## config.mk

```make
export PLATFORM = sky130hd
export DESIGN_NAME = stream_mux_rr_flat
export DESIGN_NICKNAME = d
export VERILOG_FILES = /design/src/rtl/stream_mux_rr_if.sv /design/src/rtl/stream_mux_rr.sv /design/src/flat_wrapper.sv
export SDC_FILE = /design/constraint.sdc
export NUM_CORES = 1
export LEC_CHECK = 0
export ABC_AREA = 1
export CELL_PAD_IN_SITES_DETAIL_PLACEMENT = 2
export CELL_PAD_IN_SITES_GLOBAL_PLACEMENT = 2
export CORE_UTILIZATION = 30
export DETAILED_ROUTE_END_ITERATION = 8
export DONT_BUFFER_PORTS = 1
export PLACE_DENSITY_LB_ADDON = 0.12
export SYNTH_ARGS = -nofsm -noshare
export SYNTH_HDL_FRONTEND = slang
export SYNTH_SLANG_ARGS = --single-unit
```

## constraint.sdc

```tcl
create_clock -name clk -period 3.11 [get_ports clk]
set_input_delay 0.4665 -clock clk [delete_from_list [all_inputs] [get_ports clk]]
set_output_delay 0.4665 -clock clk [all_outputs]
set_load 0.03 [all_outputs]
```

## src/rtl/stream_mux_rr_if.sv

```systemverilog
`default_nettype none
// ============================================================================
// stream_mux_rr_if : handshake bundle for the N-to-1 registered stream mux
// Rev 1.0
// ============================================================================
interface stream_mux_rr_if #(
   parameter int WIDTH    = 16,
   parameter int CHANNELS = 4
);
   localparam int SEL_W = $clog2(CHANNELS);

   logic                      mode;
   logic [SEL_W-1:0]          sel;
   logic [CHANNELS*WIDTH-1:0] in_data;
   logic [CHANNELS-1:0]       in_valid;
   logic [CHANNELS-1:0]       in_ready;
   logic [WIDTH-1:0]          out_data;
   logic [SEL_W-1:0]          out_chan;
   logic                      out_valid;
   logic                      out_ready;

   modport master (
      output mode, sel, in_data, in_valid, out_ready,
      input  in_ready, out_data, out_chan, out_valid
   );

   modport slave (
      input  mode, sel, in_data, in_valid, out_ready,
      output in_ready, out_data, out_chan, out_valid
   );
endinterface
`default_nettype wire

```

## src/rtl/stream_mux_rr.sv

```systemverilog
`default_nettype none
// ============================================================================
// stream_mux_rr : registered N-to-1 word mux, round-robin or fixed select
// Rev 1.0
// ============================================================================
module stream_mux_rr #(
   parameter int WIDTH    = 16,
   parameter int CHANNELS = 4
) (
   input  wire logic           clk,
   input  wire logic           rst_n,
   stream_mux_rr_if.slave      bus
);
   localparam int SEL_W = $clog2(CHANNELS);
   localparam logic [SEL_W-1:0] c_last = SEL_W'(CHANNELS - 1);

   logic [SEL_W-1:0] r_ptr;
   logic [WIDTH-1:0] r_data;
   logic [SEL_W-1:0] r_chan;
   logic             r_valid;

   logic             w_accept;
   logic             w_rr_valid;
   logic [SEL_W-1:0] w_rr_grant;
   logic             w_fix_valid;
   logic             w_grant_valid;
   logic [SEL_W-1:0] w_grant;
   logic [WIDTH-1:0] w_word;

   assign w_accept = !r_valid | bus.out_ready;

   // Descending scan so the lowest offset from r_ptr wins.
   always_comb begin
      w_rr_valid = 1'b0;
      w_rr_grant = '0;
      for (int k = CHANNELS - 1; k >= 0; k--) begin
         logic [SEL_W-1:0] idx;
         idx = SEL_W'((int'(r_ptr) + k) % CHANNELS);
         if (bus.in_valid[idx]) begin
            w_rr_valid = 1'b1;
            w_rr_grant = idx;
         end
      end
   end

   always_comb begin
      w_fix_valid = 1'b0;
      for (int i = 0; i < CHANNELS; i++) begin
         if (bus.sel == SEL_W'(i) && bus.in_valid[i])
            w_fix_valid = 1'b1;
      end
   end

   assign w_grant_valid = bus.mode ? w_fix_valid : w_rr_valid;
   assign w_grant       = bus.mode ? bus.sel    : w_rr_grant;

   always_comb begin
      w_word = '0;
      for (int i = 0; i < CHANNELS; i++) begin
         if (w_grant == SEL_W'(i))
            w_word = bus.in_data[i*WIDTH +: WIDTH];
      end
   end

   for (genvar i = 0; i < CHANNELS; i++) begin : g_ready
      assign bus.in_ready[i] = rst_n & w_accept & w_grant_valid &
                               (w_grant == SEL_W'(i));
   end

   always_ff @(posedge clk or negedge rst_n) begin
      if (!rst_n) begin
         r_ptr   <= '0;
         r_data  <= '0;
         r_chan  <= '0;
         r_valid <= 1'b0;
      end else if (w_accept) begin
         if (w_grant_valid) begin
            r_data  <= w_word;
            r_chan  <= w_grant;
            r_valid <= 1'b1;
            if (!bus.mode)
               r_ptr <= (w_grant == c_last) ? '0 : w_grant + 1'b1;
         end else begin
            r_valid <= 1'b0;
         end
      end
   end

   assign bus.out_data  = r_data;
   assign bus.out_chan  = r_chan;
   assign bus.out_valid = r_valid;

endmodule
`default_nettype wire

```

## src/flat_wrapper.sv

```systemverilog
// flat-port wrapper written by rule: the top's interface ports become plain ports
module stream_mux_rr_flat 
#(
   parameter int WIDTH    = 16,
   parameter int CHANNELS = 4
)
  (clk, rst_n, bus_mode, bus_sel, bus_in_data, bus_in_valid, bus_out_ready, bus_in_ready, bus_out_data, bus_out_chan, bus_out_valid);
  stream_mux_rr_if #(.WIDTH(WIDTH), .CHANNELS(CHANNELS)) bus_i ();
  input  wire logic clk;
  input  wire logic rst_n;
  input wire logic [$bits(bus_i.mode)-1:0] bus_mode;
  input wire logic [$bits(bus_i.sel)-1:0] bus_sel;
  input wire logic [$bits(bus_i.in_data)-1:0] bus_in_data;
  input wire logic [$bits(bus_i.in_valid)-1:0] bus_in_valid;
  input wire logic [$bits(bus_i.out_ready)-1:0] bus_out_ready;
  output wire logic [$bits(bus_i.in_ready)-1:0] bus_in_ready;
  output wire logic [$bits(bus_i.out_data)-1:0] bus_out_data;
  output wire logic [$bits(bus_i.out_chan)-1:0] bus_out_chan;
  output wire logic [$bits(bus_i.out_valid)-1:0] bus_out_valid;
  assign bus_i.mode = bus_mode;
  assign bus_i.sel = bus_sel;
  assign bus_i.in_data = bus_in_data;
  assign bus_i.in_valid = bus_in_valid;
  assign bus_i.out_ready = bus_out_ready;
  assign bus_in_ready = bus_i.in_ready;
  assign bus_out_data = bus_i.out_data;
  assign bus_out_chan = bus_i.out_chan;
  assign bus_out_valid = bus_i.out_valid;
  stream_mux_rr #(.WIDTH(WIDTH), .CHANNELS(CHANNELS)) u_core (.clk(clk), .rst_n(rst_n), .bus(bus_i));
endmodule
```

# Word-level counts from Yosys, hierarchy flattened
# Index checks and enable logic that the tools add are counted.
[totals]
reg_bits = 21
latchBits = 0
ram_bits = 0
mem_bits_ro = 0
inputBits = 74
output_inout_bits = 23
elab_cells = 63
n_memories = 0
[classes]
addsub = 4
n_mul = 0
div_mod_pow = 0
n_lt_le_gt_ge = 4
eq_ne = 6
n_shift = 0
muxes = 28
bitwise_logic = 8
reduce_logical = 9
[op_table]
columns = ["operator", "n"]
rows = [
  ["16-bit 2-to-1 mux", 4],
  ["1-bit 2-to-1 mux", 14],
  ["2-bit by 3-bit less-than comparator with 1-bit output, second input constant", 4],
  ["2-bit 2-to-1 mux", 6],
  ["1-bit binary-select mux with 2-bit select", 4],
  ["2-bit == test, second input constant", 4],
  ["1-bit bitwise AND", 6],
  ["2-bit by 1-bit adder with 2-bit output, second input constant", 2],
  ["2-bit adder, second input constant", 2],
  ["2-bit by 1-bit == test with 1-bit output, second input constant", 2],
  ["1-bit logical AND", 4],
  ["2-bit logical NOT", 2],
  ["3-bit AND reduction", 1],
  ["2-bit AND reduction", 1],
  ["1-bit logical NOT", 1],
  ["1-bit NOT", 1],
  ["1-bit OR", 1],
]

# Longest topological paths before layout
[depth]
ltp_word = 13
depth_mapped = 20
depth_no_buf = 19

# Worst setup path after synthesis
# No wires, ideal clock.
[synth_timing]
path_kind = "register to output"
startpoint = "register u_core.r_ptr[0]"
endpoint = "output bus_in_ready[1]"
t_arrival_ns = 2.300
slack_ns = 0.343
stages_incl_launch_ff = 16
path_buffers = 3
path_cell_list = "dfrtp_1 buf_6 nand2_1 nand2_1 nand2_1 nand3_1 nand2_1 nand2_1 nand2_1 o21ai_0 inv_1 ha_1 buf_2 clkbuf_1 inv_1 nor2_1"
[synth_via]
elab_chain_len = 10
elab_cells_between_ends = 24
classes_between = "add/sub: 3; eq/ne: 1; mux: 18; bitwise: 2"
[synth_lines]
columns = ["element", "line_no", "text"]
rows = [
  ["from (decl)", "stream_mux_rr.sv:17", "logic [SEL_W-1:0] r_ptr;"],
  ["from (signal assigned)", "stream_mux_rr.sv:82", "r_ptr <= (w_grant == c_last) ? '0 : w_grant + 1'b1;"],
  ["2-bit adder", "stream_mux_rr.sv:38", "idx = SEL_W'((int'(r_ptr) + k) % CHANNELS);"],
  ["1-bit binary-select mux with 2-bit select", "stream_mux_rr.sv:39", "if (bus.in_valid[idx]) begin"],
  ["1-bit 2-to-1 mux (implied by the code)", "stream_mux_rr.sv:39", ""],
  ["2-bit 2-to-1 mux (3 in a row)", "stream_mux_rr.sv:39", ""],
  ["2-bit 2-to-1 mux (*)", "stream_mux_rr.sv:39", ""],
  ["2-bit 2-to-1 mux (*)", "stream_mux_rr.sv:55", "assign w_grant = bus.mode ? bus.sel : w_rr_grant;"],
  ["named net u_core.w_grant[1]", "stream_mux_rr.sv:27", "logic [SEL_W-1:0] w_grant;"],
  ["2-bit by 1-bit == test with 1-bit output (*)", "stream_mux_rr.sv:67", "(w_grant == SEL_W'(i));"],
  ["1-bit bitwise AND (*)", "stream_mux_rr.sv:66", "assign bus.in_ready[i] = rst_n & w_accept & w_grant_valid &"],
  ["to (decl)", "flat_wrapper.sv:16", "output wire logic [$bits(bus_i.in_ready)-1:0] bus_in_ready;"],
]
# Mark *: on every way through the listed nets, which the timed path passes. The rest lies on a longest branch. The select of a mux whose other input is x is not followed.

# Worst setup path after layout
# Same ends and word-level chain as after synthesis.

==> results.json <==
{
  "dr_wl_met2_mm": 2.72,
  "dr.pass1.iters": 4,
  "die_h_um": 76.5,
  "antenna_cells": 0,
  "cp.required_ns": 2.64,
  "synth_xor_area_frac": 0,
  "path_max_fanout": 9,
  "wl_met1_mm": 2.41,
  "register_area_sq_um": 527,
  "ys_warn_count": 0,
  "final_hold_viol_count": 0,
  "core-area_sq_um": 5240,
  "drt_wl_total_mm": 5.54,
  "synth-main-ff-cell": "dfrtp_1",
  "synthTopCellsByArea": "dfrtp_1 32%, nand2_1 30%, o21ai_0 11%",
  "synthMuxAreaShare": 0,
  "setup_viol": 0,
  "yosysMostFrequentCell": "nand2_1",
  "synth-edff-count": 0,
  "io_pins": 97,
  "numPortBuffers": 0,
  "top_layer": "met4",
  "worstSetupStartpointType": "flip-flop",
  "route.met3.wl_um": 368,
  "clk_pin_slew_ns": 0.07,
  "dieWidth_um": 76.5,
  "synth-seq-cells": 21,
  "critPathArrivalTime_ns": 2.40,
  "via_per_inst": 5.00,
  "grt_pass1_wl_mm": 9.13,
  "cellLeakagePower_nw": 0.951,
  "synth_fa_ha_area_frac": 0.0301,
  "synthArstFlopShare": 1.00,
  "nets": 357,
  "fmax_ghz": 0.349,
  "drc_errors": 0,
  "finalClockSkew_ns": 0.00181,
  "h-tree-depth": 1,
  "crit_start": "u_core.r_ptr[0]$_DFFE_PN0P_",
  "place_inst": 341,
  "rows": 26,
  "hp-class": "in2reg",
  "dpl_cell_area_sq_um": 1760,
  "p_per_area_nw_per_um2": 1010,
  "initial_core_util": 0.317,
  "synth_top_family_by_area": "simple AND/OR/NAND/NOR gates",
  "syn_area_sq_um": 1660,
  "cts_buffers": 3,
  "worstMarginPinSlew_ns": 0.952,
  "synth_top_cells_by_count": "133 x nand2_1, 38 x o21ai_0, 21 x dfrtp_1",
  "ant_nets": 0,
  "path_class": "reg2out",
  "cts_tree": "yes",
  "syn_area_per_cell_sq_um": 6.11,
  "gp_congestion": 0.799,
  "cap_viol_max_count": 0,
  "rsz0062_at_grt": "no",
  "r2r-start": "u_core.r_ptr[1]$_DFFE_PN0P_",
  "cts_sinks": 21,
  "fin_cells": 348,
  "fp.dieArea_sq_um": 5840,
  "vdd_drop_max_mv": 0.293,
  "syn_to_final_growth_pct": 10.6,
  "place_hpwl_mm": 4.57,
  "cts_root_buf": "clkbuf_8",
  "synth_top_area_cell": "dfrtp_1",
  "yosysTopAreaCellShare": 0.316,
  "outcome": "finished clean",
  "synthSimpleGateAreaFrac": 0.378,
  "multi_input_area_sq_um": 1000,
  "grt_overflow_total": 0,
  "vias": 1739,
  "slew_viol_final": 0,
  "track_usage": 0.195,
  "wl_per_cell_um": 15.9,
  "nFillCells": 688,
  "fin_crit_sh": 0.921,
  "synthesis.nets": 350,
  "syn_inst": 272,
  "fin_crit_ns": 2.87,
  "clk_path_buf_depth": 2,
  "antenna_found_initial": 0,
  "grt_max_degree": 33,
  "design_area_sq_um": 1840,
  "first_global_vias": 1888,
  "drtIter0Drc": 47,
  "finalCoreUtilization": 0.351,
  "ys_types": 20,
  "ys_seq_area_frac": 0.316,
  "hold_start": "bus_out_ready",
  "synth-compound-area-share": 0.189,
  "slew_headroom": 0.363,
  "cp-end-kind": "output pin",
  "drive_gt1_frac": 0.108,
  "insertion_delay_ns": 0.26,
  "tns_ns": 0
}
==> power by group <==
group / internal (mW) / leakage (nW) / switching, mW
combinational: 0.353 / 0.663 / 0.621
sequential: 0.389 / 0.262 / 0.320
clock: 0.0892 / 0.0255 / 0.0869
total: 0.832 / 0.951 / 1.03
==> worst max-delay path, stage by stage (launching register included) <==
cell     delay (ns)
dfrtp_2        0.48
buf_4          0.17
nand2_1        0.05
nand2_1        0.08
nand2_1        0.12
nand2_1        0.09
nand2_1        0.08
nand3_1        0.06
nand3_1        0.11
nand2_1        0.12
inv_1          0.12
ha_2           0.31
inv_1          0.07
nor2_1         0.11
buf_4          0.17
==> through the flow <==
stage / power (mW) / hold WS [ns] / setup WS (ns)
detailed placement: 1.67 / 0.171 / 0.123
global route: 2.06 / 0.311 / 0.0145
floorplan: 1.40 / 0.171 / 0.343
global placement: 1.64 / 0.171 / 0.234
finish: 1.86 / 0.305 / 0.245
CTS: 1.86 / 0.302 / 0.138
==> metal layers <==
layer	vias to the layer above	track usage
met5	-	0
met4	0	0.0404
met3	4	0.0395
met2	59	0.338
met1	802	0.249
li1	874	-
==> cells by family after synthesis <==
kind of cell | Yosys count
and+or+nand+nor | 158
AOI/OAI and AO/OA | 59
buffers and inverters | 30
DFF | 21
adders and majority gates | 4
==> state kept, by name, summed over array words and instances, names as in the netlist <==
| signal | count |
|---|---|
| u_core.bus.out_data | 16 |
| u_core.bus.out_chan | 2 |
| u_core.bus.out_valid | 1 |
| u_core.r_ptr | 2 |
==> what timing repair did <==
| item | in CTS | in global routing |
|---|---|---|
| setup buffers | 0 | 2 |
| resized for setup | 1 | 2 |
| gates cloned | 0 | 0 |
| endpoints found under the setup margin | 1 | 14 |
| hold buffers | 1 | 0 |
| hold endpoints to repair | 21 | 0 |
==> path summary, 6_finish.rpt <==
check,end,slack [ns],cells after the start
setup reg to reg,u_core.bus.out_data[10]$_DFFE_PN0P_,0.35,19
min in group asynchronous,u_core.bus.out_data[1]$_DFFE_PN0P_,0.80,1
max in group asynchronous,u_core.r_ptr[0]$_DFFE_PN0P_,1.67,1
setup / recovery,bus_in_ready[1],0.24,14
hold / removal,u_core.bus.out_valid$_DFFE_PN0N_,0.30,1
hold reg to reg,u_core.r_ptr[0]$_DFFE_PN0P_,0.66,2
==> cell usage in the layout, fill, tap and decap left out, drive strengths merged <==
master	netlist	routed
nand2	136	136
o21ai	39	39
dfrtp	21	21
a21oi	18	18
inv	17	17
buf	6	14
nand3	12	12
nor2	9	9
ha	4	4
clkbuf	7	3
or2	1	1
a31oi	1	1
o211ai	1	1
clkinv	0	1
dlygate4sd3	0	1
==> area by class of cell <==
class / count / area share
Clock buffer: 3 / 0.0224
Sequential cell: 21 / 0.286
Timing Repair Buffer: 15 / 0.0626
Clock inverter: 1 / 0.00272
Inverter: 17 / 0.0347
Tap cell: 70 / 0.0476
Multi-Input combinational cell: 221 / 0.544
No activity file was read; power rests on OpenSTA's default activity.
